<file path="src/rtl/dds_sweep_ctrl.sv">
// Stepped-frequency sweep sequencer for the CORDIC DDS pipeline: paces updates on a
// fixed sample tick, captures returned samples and steps the phase increment per dwell.
module dds_sweep_ctrl #(
  parameter int DIV = 50,
  parameter int CW  = 20
) (
  input  logic          i_clk,
  input  logic          i_reset,
  input  logic          i_start,
  input  logic          i_stop,
  input  logic [CW-1:0] i_f_start,
  input  logic [CW-1:0] i_f_step,
  input  logic [11:0]   i_n_steps,
  input  logic [15:0]   i_dwell,
  output logic [CW-1:0] o_dds_increment,
  output logic          o_dds_update,
  input  logic [15:0]   i_dds_q,
  input  logic          i_dds_ready,
  output logic [15:0]   o_sample,
  output logic          o_sample_valid,
  output logic          o_busy,
  output logic          o_done,
  output logic          o_err
);

  localparam int TW = (DIV > 1) ? $clog2(DIV) : 1;
  localparam logic [TW-1:0] TICK_LAST = TW'(DIV - 1);

  typedef enum logic [1:0] {
    S_IDLE     = 2'd0,
    S_TICK     = 2'd1,
    S_WAIT_RDY = 2'd2,
    S_FIN      = 2'd3
  } state_t;

  state_t        r_state;
  logic [CW-1:0] r_inc;
  logic [CW-1:0] r_f_step;
  logic [11:0]   r_n_steps;
  logic [15:0]   r_dwell;
  logic [11:0]   r_step_cnt;
  logic [15:0]   r_dwell_cnt;
  logic [TW-1:0] r_tick_cnt;

  logic          w_tick;
  logic          w_dwell_last;
  logic          w_step_last;
  logic [CW-1:0] w_inc_next;

  assign w_tick       = (r_tick_cnt == TICK_LAST);
  assign w_dwell_last = (r_dwell_cnt == (r_dwell - 16'd1));
  assign w_step_last  = (r_step_cnt == (r_n_steps - 12'd1));
  assign w_inc_next   = r_inc + r_f_step;

  // Sweep sequencer: all control state and every output register live here.
  always_ff @(posedge i_clk) begin
    if (i_reset) begin
      r_state         <= S_IDLE;
      r_inc           <= '0;
      r_f_step        <= '0;
      r_n_steps       <= '0;
      r_dwell         <= '0;
      r_step_cnt      <= '0;
      r_dwell_cnt     <= '0;
      r_tick_cnt      <= '0;
      o_dds_increment <= '0;
      o_dds_update    <= 1'b0;
      o_sample        <= '0;
      o_sample_valid  <= 1'b0;
      o_busy          <= 1'b0;
      o_done          <= 1'b0;
      o_err           <= 1'b0;
    end else begin
      o_dds_update   <= 1'b0;
      o_sample_valid <= 1'b0;
      o_done         <= 1'b0;

      // Sample-tick timebase free-runs only while a sweep is active.
      if (o_busy) begin
        if (w_tick) begin
          r_tick_cnt <= '0;
        end else begin
          r_tick_cnt <= r_tick_cnt + TW'(1);
        end
      end else begin
        r_tick_cnt <= '0;
      end

      case (r_state)
        S_IDLE: begin
          if (i_start) begin
            r_inc       <= i_f_start;
            r_f_step    <= i_f_step;
            r_n_steps   <= i_n_steps;
            r_dwell     <= i_dwell;
            r_step_cnt  <= '0;
            r_dwell_cnt <= '0;
            r_tick_cnt  <= '0;
            o_err       <= 1'b0;
            if ((i_n_steps == 12'd0) || (i_dwell == 16'd0)) begin
              r_state <= S_FIN;
              o_done  <= 1'b1;
            end else begin
              r_state <= S_TICK;
              o_busy  <= 1'b1;
            end
          end
        end

        S_TICK: begin
          if (i_stop) begin
            r_state <= S_FIN;
            o_done  <= 1'b1;
            o_busy  <= 1'b0;
          end else if (w_tick) begin
            o_dds_update    <= 1'b1;
            o_dds_increment <= r_inc;
            r_state         <= S_WAIT_RDY;
          end
        end

        S_WAIT_RDY: begin
          if (i_stop) begin
            r_state <= S_FIN;
            o_done  <= 1'b1;
            o_busy  <= 1'b0;
          end else if (i_dds_ready) begin
            o_sample       <= i_dds_q;
            o_sample_valid <= 1'b1;
            // A tick landing with ready is reused as the next update, so the
            // increment it carries must already include a pending frequency step.
            if (w_dwell_last) begin
              r_dwell_cnt <= '0;
              r_inc       <= w_inc_next;
              r_step_cnt  <= r_step_cnt + 12'd1;
              if (w_step_last) begin
                r_state <= S_FIN;
                o_done  <= 1'b1;
                o_busy  <= 1'b0;
              end else if (w_tick) begin
                o_dds_update    <= 1'b1;
                o_dds_increment <= w_inc_next;
              end else begin
                r_state <= S_TICK;
              end
            end else begin
              r_dwell_cnt <= r_dwell_cnt + 16'd1;
              if (w_tick) begin
                o_dds_update    <= 1'b1;
                o_dds_increment <= r_inc;
              end else begin
                r_state <= S_TICK;
              end
            end
          end else if (w_tick) begin
            o_err   <= 1'b1;
            r_state <= S_FIN;
            o_done  <= 1'b1;
            o_busy  <= 1'b0;
          end
        end

        S_FIN: begin
          r_state <= S_IDLE;
        end

        default: begin
          r_state <= S_IDLE;
          o_busy  <= 1'b0;
        end
      endcase
    end
  end

endmodule

</file>
<file path="config.mk">
export PLATFORM = sky130hd
export DESIGN_NAME = dds_sweep_ctrl
export DESIGN_NICKNAME = d
export VERILOG_FILES = /design/src/rtl/dds_sweep_ctrl.sv
export SDC_FILE = /design/constraint.sdc
export NUM_CORES = 1
export LEC_CHECK = 0
export ABC_AREA = 1
export ABC_CLOCK_PERIOD_IN_PS = 2750
export CORE_MARGIN = 3
export CORE_UTILIZATION = 38
export CTS_CLUSTER_DIAMETER = 200
export DETAILED_ROUTE_END_ITERATION = 6
export GPL_TIMING_DRIVEN = 0
export PLACE_DENSITY_LB_ADDON = 0.2
export REMOVE_ABC_BUFFERS = 1
export SKIP_LAST_GASP = 1
export SYNTH_ARGS = -nofsm -noshare
export SYNTH_HDL_FRONTEND = slang
export SYNTH_SLANG_ARGS = --single-unit
</file>
<file path="constraint.sdc">
create_clock -name i_clk -period 2.75 [get_ports i_clk]
set_clock_uncertainty 0.05 [all_clocks]
set_input_delay 0.55 -clock i_clk [delete_from_list [all_inputs] [get_ports i_clk]]
set_output_delay 0.55 -clock i_clk [all_outputs]
set_load 0.02 [all_outputs]
</file>
==> impl_metrics.toml, run 1 <==
[timing]
slew_headroom = 0.223
fin_hold_ws_ns = 0.420
finalCritPeriodShare = 0.939
finalMaxSlewViolations = 0
fin_crit_ns = 2.58
worst_pin_slew_ns = 1.16
max_freq_ghz = 0.387
fin_ws_ns = 0.167
finalHoldViolations = 0
setup-violations-final = 0

[logic_synthesis]
synthDistinctLibCells = 49
postSynth.asyncResetShare = 0
seq_area_frac_synth = 0.322
synth_area_mm2 = 0.00901
syn_avg_cell_area_um2 = 6.29
yosysWarnings = 0
netlist_top_cells_area = "dfxtp_1 32%, nand2_1 16%, nor2_1 11%, o21ai_0 6.5%, inv_1 5.4%"
syn-instance-count = 1433
synthFlopType = "dfxtp_1"
synth_enable_flop_cells = 0
yosys_register_bits = 145
synth_top_area_cell = "dfxtp_1"
synth_top_area_frac = 0.322

[placement]
dpl-instance-area_mm2 = 0.0105
hpwlAfterDp_mm = 19.2
pre_cts_slack_ns = -1.29
dp.cells = 1831
portBuffers = 129
gp_congestion = 0.911

[floorplan]
fp.dieW_um = 160
die-area_mm2 = 0.0256
core-area_mm2 = 0.0230
io_pins = 130
initial_core_util = 0.392
die_h_um = 160
rows = 55

[pwr]
p_comb_frac = 0.529
internal-power_mw = 6.01
p_seq_frac = 0.269
power_switching_mw = 5.23
clkPwrFrac = 0.202
p_sw_frac = 0.465
power.density_mw_per_mm2 = 978
vdd_drop_max_mv = 0.385
leakage_nw = 5.00

[critical_path]
crit_arrival_ns = 2.85
path_cells = "inv_2, ha_2, nand2_2, nor2_4, nand2_1, nand2_1, nand2_1, inv_1, nand3_1, nor2_1, nand3_2, nor2_2, nand2_4, nand2_4, nand2_1, nand2_1, nor2_1"
crit_family = "simple AND/OR/NAND/NOR gates"
cp.required_ns = 3.02
path_class = "reg -> reg"
slowest_stage = "dfxtp_1"
path_max_fanout = 7
cp_slowest_stage_delay_ns = 0.32
critPathBufInv = 2
end_kind = "flip-flop"
crit_top_cell = "nand2_1"
start_kind = "flip-flop"

[layout]
drive_gt1_frac = 0.0745
instances_no_fill = 1886
num-nets-final = 1677
area_growth_pct = 27.5
fin_util = 0.500
fin_area_mm2 = 0.0115

[status]
status = "finished, final reports clean"

[run]
max_cap_viol_count = 0

[global_route]
first_global_vias = 8801
grt_start_max_net_pins = 82
grt.total_usage = 0.209
grt_pass1_wl_mm = 44.1
grt_overflow_total = 0
antenna_found_initial = 2

[clock_tree]
cts_max_path_buffers = 2
clkLatencyLatePin_ns = 0.43
cts_tree = "done"
cts_buffers = 17
cts_hold_buf = 0
clk_pin_slew_worst_paths_ns = 0.06
cts_max_level = 4
cts_root_buffer = "clkbuf_16"
cts_sinks = 145

[drt]
routed_wl_mm = 27.7
drt_iter0_markers = 688
ant_nets = 0
num_vias = 9390
first_pass_iters = 5
wl_per_cell_um = 14.7
remaining_drc_errors = 0
vias_per_cell = 4.98

[min_path]
hp-class = "reg -> reg"
==> cells in the mapped netlist (2+ instances only) <==
cell type,number
nand2_1,389
nor2_1,254
dfxtp_1,145
inv_1,130
o21ai_0,117
a21oi_1,75
nand3_1,66
xor2_1,35
clkbuf_1,31
ha_1,29
nor3_1,23
nand4_1,21
nor2_2,12
xnor2_1,12
nand3b_1,9
nor4_1,8
buf_2,7
nand2_2,7
buf_6,6
inv_2,5
o21ai_1,5
nor2_4,4
a211oi_2,3
clkinv_1,3
nor3b_1,3
o211ai_1,3
a211oi_1,2
a21boi_0,2
buf_1,2
nand2_4,2
nand3_2,2
o21a_1,2
o31ai_1,2
or2_2,2
==> cell families (layout without fill, tap and decap cells) <==
logic type | after synthesis | after routing | synth area share
adders and majority gates | 30 | 30 | 0.0425
xor gates and xnor gates | 47 | 47 | 0.0457
DFF | 145 | 145 | 0.322
other | 0 | 2 | 0
buffers and inverters | 186 | 320 | 0.0844
AOI/OAI and AO/OA | 219 | 219 | 0.130
and+or+nand+nor | 806 | 810 | 0.376
==> registers in the layout (all words and copies together), names as in the netlist, 12 cells and up <==
register,cells
r_step_cnt,12
o_sample,16
r_dwell_cnt,16
r_inc,20
o_dds_increment,20
r_f_step,20
r_dwell,16
r_n_steps,12
==> routing by layer <==
metal  GRT usage  share of wire  up-vias
li1            -              -     4853
met1       0.277           0.47     4271
met2       0.342           0.45      236
met3      0.0521          0.065       30
met4      0.0544          0.013        0
met5           0              0        -
==> through the flow <==
stage,setup TNS (ns),power [mW]
global route,-0.0169,12.2
finish,0,11.2
detailed placement,-100.28,8.38
floorplan,-11.05,6.80
CTS,-0.602,10.8
global placement,-301.43,8.27
==> placed cells by master (no fill, tap or decap), drive strengths merged, types with 8 or more instances in the layout <==
cell,count
xor2,35
nand3,70
xnor2,12
buf,20
nand3b,9
nand2,401
nor2,270
ha,29
nor3,23
dfxtp,145
inv,134
clkinv,12
clkdlybuf4s50,128
a21oi,75
o21ai,123
nand4,21
clkbuf,20
nor4,8
==> area by class of cell <==
| class | instances | area, µm² |
|---|---|---|
| fillers | 2402 | 11500 |
| inverters | 139 | 581 |
| flip-flops and latches | 145 | 2900 |
| multi-input cells | 1106 | 5540 |
| diodes | 2 | 5.00 |
| clock buffers | 20 | 457 |
| repair buffers | 149 | 1500 |
| clock inverters | 12 | 110 |
| well taps | 313 | 392 |
==> timing repair <==
item                       in CTS  in global routing
buffers inserted                5                 12
gates cloned                    1                  3
hold endpoints to repair        0                  0
gates resized for setup        15                 33
pin swaps                       1                  4
setup endpoints to repair     119                 87
==> power by group through the flow <==
stage               Combinational, mW  Clock [mW]  Sequential (mW)
global route                     6.70        2.41             3.09
CTS                              5.48        2.31             3.01
finish                           5.95        2.27             3.02
floorplan                        3.73           0             3.07
detailed placement               5.33           0             3.05
global placement                 5.23           0             3.04
==> path summary, 6_finish.rpt <==
check	from	to	slack [ns]	cells past startpoint
worst max-delay path	r_dwell[0]	o_dds_increment[15]	0.17	17
worst min-delay path	r_tick_cnt[0]	r_tick_cnt[0]	0.42	1
worst max register to register	r_dwell[0]	o_dds_increment[15]	0.17	17
worst min register to register	r_tick_cnt[0]	r_tick_cnt[0]	0.42	1
No activity file was read; power rests on OpenSTA's default activity.
==> inputs of run 2 (changes only) <==
CAP_MARGIN = 10   (was not set)
==> impl_metrics.toml, run 2 (synthesized netlist as in run 1, its figures left out) <==
[status]
status = "finished, final reports clean"

[clock_tree]
cts_sinks = 145
cts_root_buffer = "clkbuf_16"
clkLatencyLatePin_ns = 0.43
cts_max_level = 4
cts_max_path_buffers = 2
cts_buffers = 17
clk_pin_slew_worst_paths_ns = 0.06
cts_tree = "done"
cts_hold_buf = 0

[placement]
dp.cells = 1832
portBuffers = 129
hpwlAfterDp_mm = 19.2
dpl-instance-area_mm2 = 0.0106
gp_congestion = 0.911

[timing]
finalHoldViolations = 0
setup-violations-final = 0
finalMaxSlewViolations = 0
max_freq_ghz = 0.388
fin_crit_ns = 2.58
rsz0062_at_grt = "true"
slew_headroom = 0.189
finalCritPeriodShare = 0.938
worst_pin_slew_ns = 1.21

[layout]
drive_gt1_frac = 0.0742
instances_no_fill = 1891
fin_area_mm2 = 0.0115
final_cell_mix = "386 x nand2_1, 250 x nor2_1, 145 x dfxtp_1"
multiInputGateArea_mm2 = 0.00554
layout_commonest_cell = "nand2_1"
final-seq-area_mm2 = 0.00290
fillers = 2378
num-nets-final = 1682
reg_top3 = "o_dds_increment: 20 flops, r_f_step: 20 flops, r_inc: 20 flops"
area_growth_pct = 28.1

[drt]
remaining_drc_errors = 0
first_pass_iters = 5
dr_wl_met3_mm = 1.89
highest_layer = "met4"
vias_per_cell = 4.99
wl_met1_mm = 13.5
drt_iter0_markers = 660
routed_wl_mm = 28.2
wl_per_cell_um = 14.9
num_vias = 9430
wl_met2_mm = 12.5
ant_nets = 0

[pwr]
leakage_nw = 5.02
vdd_drop_max_mv = 0.568
power.density_mw_per_mm2 = 988

[critical_path]
start_kind = "primary input"
critPathBufInv = 3
cp_slowest_stage_delay_ns = 1.03
cp.required_ns = 3.04
path_max_fanout = 81
path_class = "in -> reg"
slowest_stage = "clkdlybuf4s50_1"
end_kind = "flip-flop"
crit_family = "buffers and inverters"
crit_arrival_ns = 2.87
path_cells = "clkdlybuf4s50_1, inv_4, buf_16, nand4_1, a21oi_1"

[floorplan]
initial_core_util = 0.392
rows = 55
core-area_mm2 = 0.0230
fp.dieW_um = 160
io_pins = 130
die_h_um = 160
die-area_mm2 = 0.0256

[global_route]
grt_start_max_net_pins = 82
grt.total_usage = 0.210
antenna_found_initial = 2
grt_overflow_total = 0
first_global_vias = 8808
grt_pass1_wl_mm = 43.9

[min_path]
hp-class = "reg -> reg"

[run]
max_cap_viol_count = 0
run 2: cell count changes in the layout (fill, tap and decap cells not counted), moves of 2 or more:
cell / change
buf_12: +3
nand2_4: -2
clkinv_4: -5
clkinv_2: +2
nand2_8: +2
clkinvlp_4: +3
inv_8: -2
clkbuf_1: +2
run 2: metrics by stage:
stage | setup slack, ns | power (mW) | setup TNS [ns] | utilization | hold WS [ns]
3_3_place_gp | -2.71 | 8.27 | -301.43 | 0.455 | 0.401
5_1_grt | -0.0363 | 12.4 | -0.167 | 0.502 | 0.434
2_1_floorplan | -0.335 | 6.80 | -11.05 | - | 0.383
6_report | 0.170 | 11.4 | 0 | 0.502 | 0.420
4_1_cts | -0.0112 | 10.8 | -0.0184 | 0.490 | 0.422
3_5_place_dp | -1.26 | 8.41 | -90.00 | 0.460 | 0.408
run 2: timing repair:
action | in CTS | in global routing
setup endpoints to repair | 89 | 87
resized for setup | 17 | 21
buffers inserted | 5 | 15
pin swaps | 1 | 6
hold endpoints to repair | 0 | 0
gates cloned | 1 | 4
run 2: where the power goes:
part           switching [mW]  internal (mW)  leakage [nW]
registers               0.416           2.60          1.19
clock network           0.942           1.26         0.258
logic                    3.93           2.26          3.57
run 2: path summary, 6_finish.rpt:
kind                               startpoint                  end  slack [ns]  depth (start not counted)
worst max-delay path                  i_reset         o_dds_update        0.17                          5
worst min-delay path            r_tick_cnt[0]        r_tick_cnt[0]        0.42                          1
worst max register to register   r_n_steps[0]  o_dds_increment[15]        0.20                         17
worst min register to register  r_tick_cnt[0]        r_tick_cnt[0]        0.42                          1
run 2: worst register-to-register path: stages, from the launching register on:
cell and delay, ns:
dfxtp_1 0.33, inv_1 0.12, ha_2 0.36, inv_1 0.04
nand2_1 0.05, nand2_1 0.04, nor2_1 0.13, nand3_1 0.09
nor2_1 0.11, nand3_1 0.08, nor2_1 0.11, nand3_1 0.20
nor2_2 0.21, nand2_4 0.17, nand2_8 0.17, nand2_1 0.07
nand2_1 0.05, nor2_1 0.04
run 2: cell type report:
class                      count  area share
antenna                        2    0.000434
clock buffer                  21      0.0390
tap                          313      0.0339
timing repair buffer         153       0.138
multi-input combinational   1107       0.480
clock inverter                11     0.00780
sequential                   145       0.251
inverter                     139      0.0496
run 2: routing by layer:
metal | vias up | global-route usage
li1 | 4864 | -
met1 | 4260 | 0.285
met2 | 281 | 0.336
met3 | 25 | 0.0470
met4 | 0 | 0.0568
met5 | - | 0
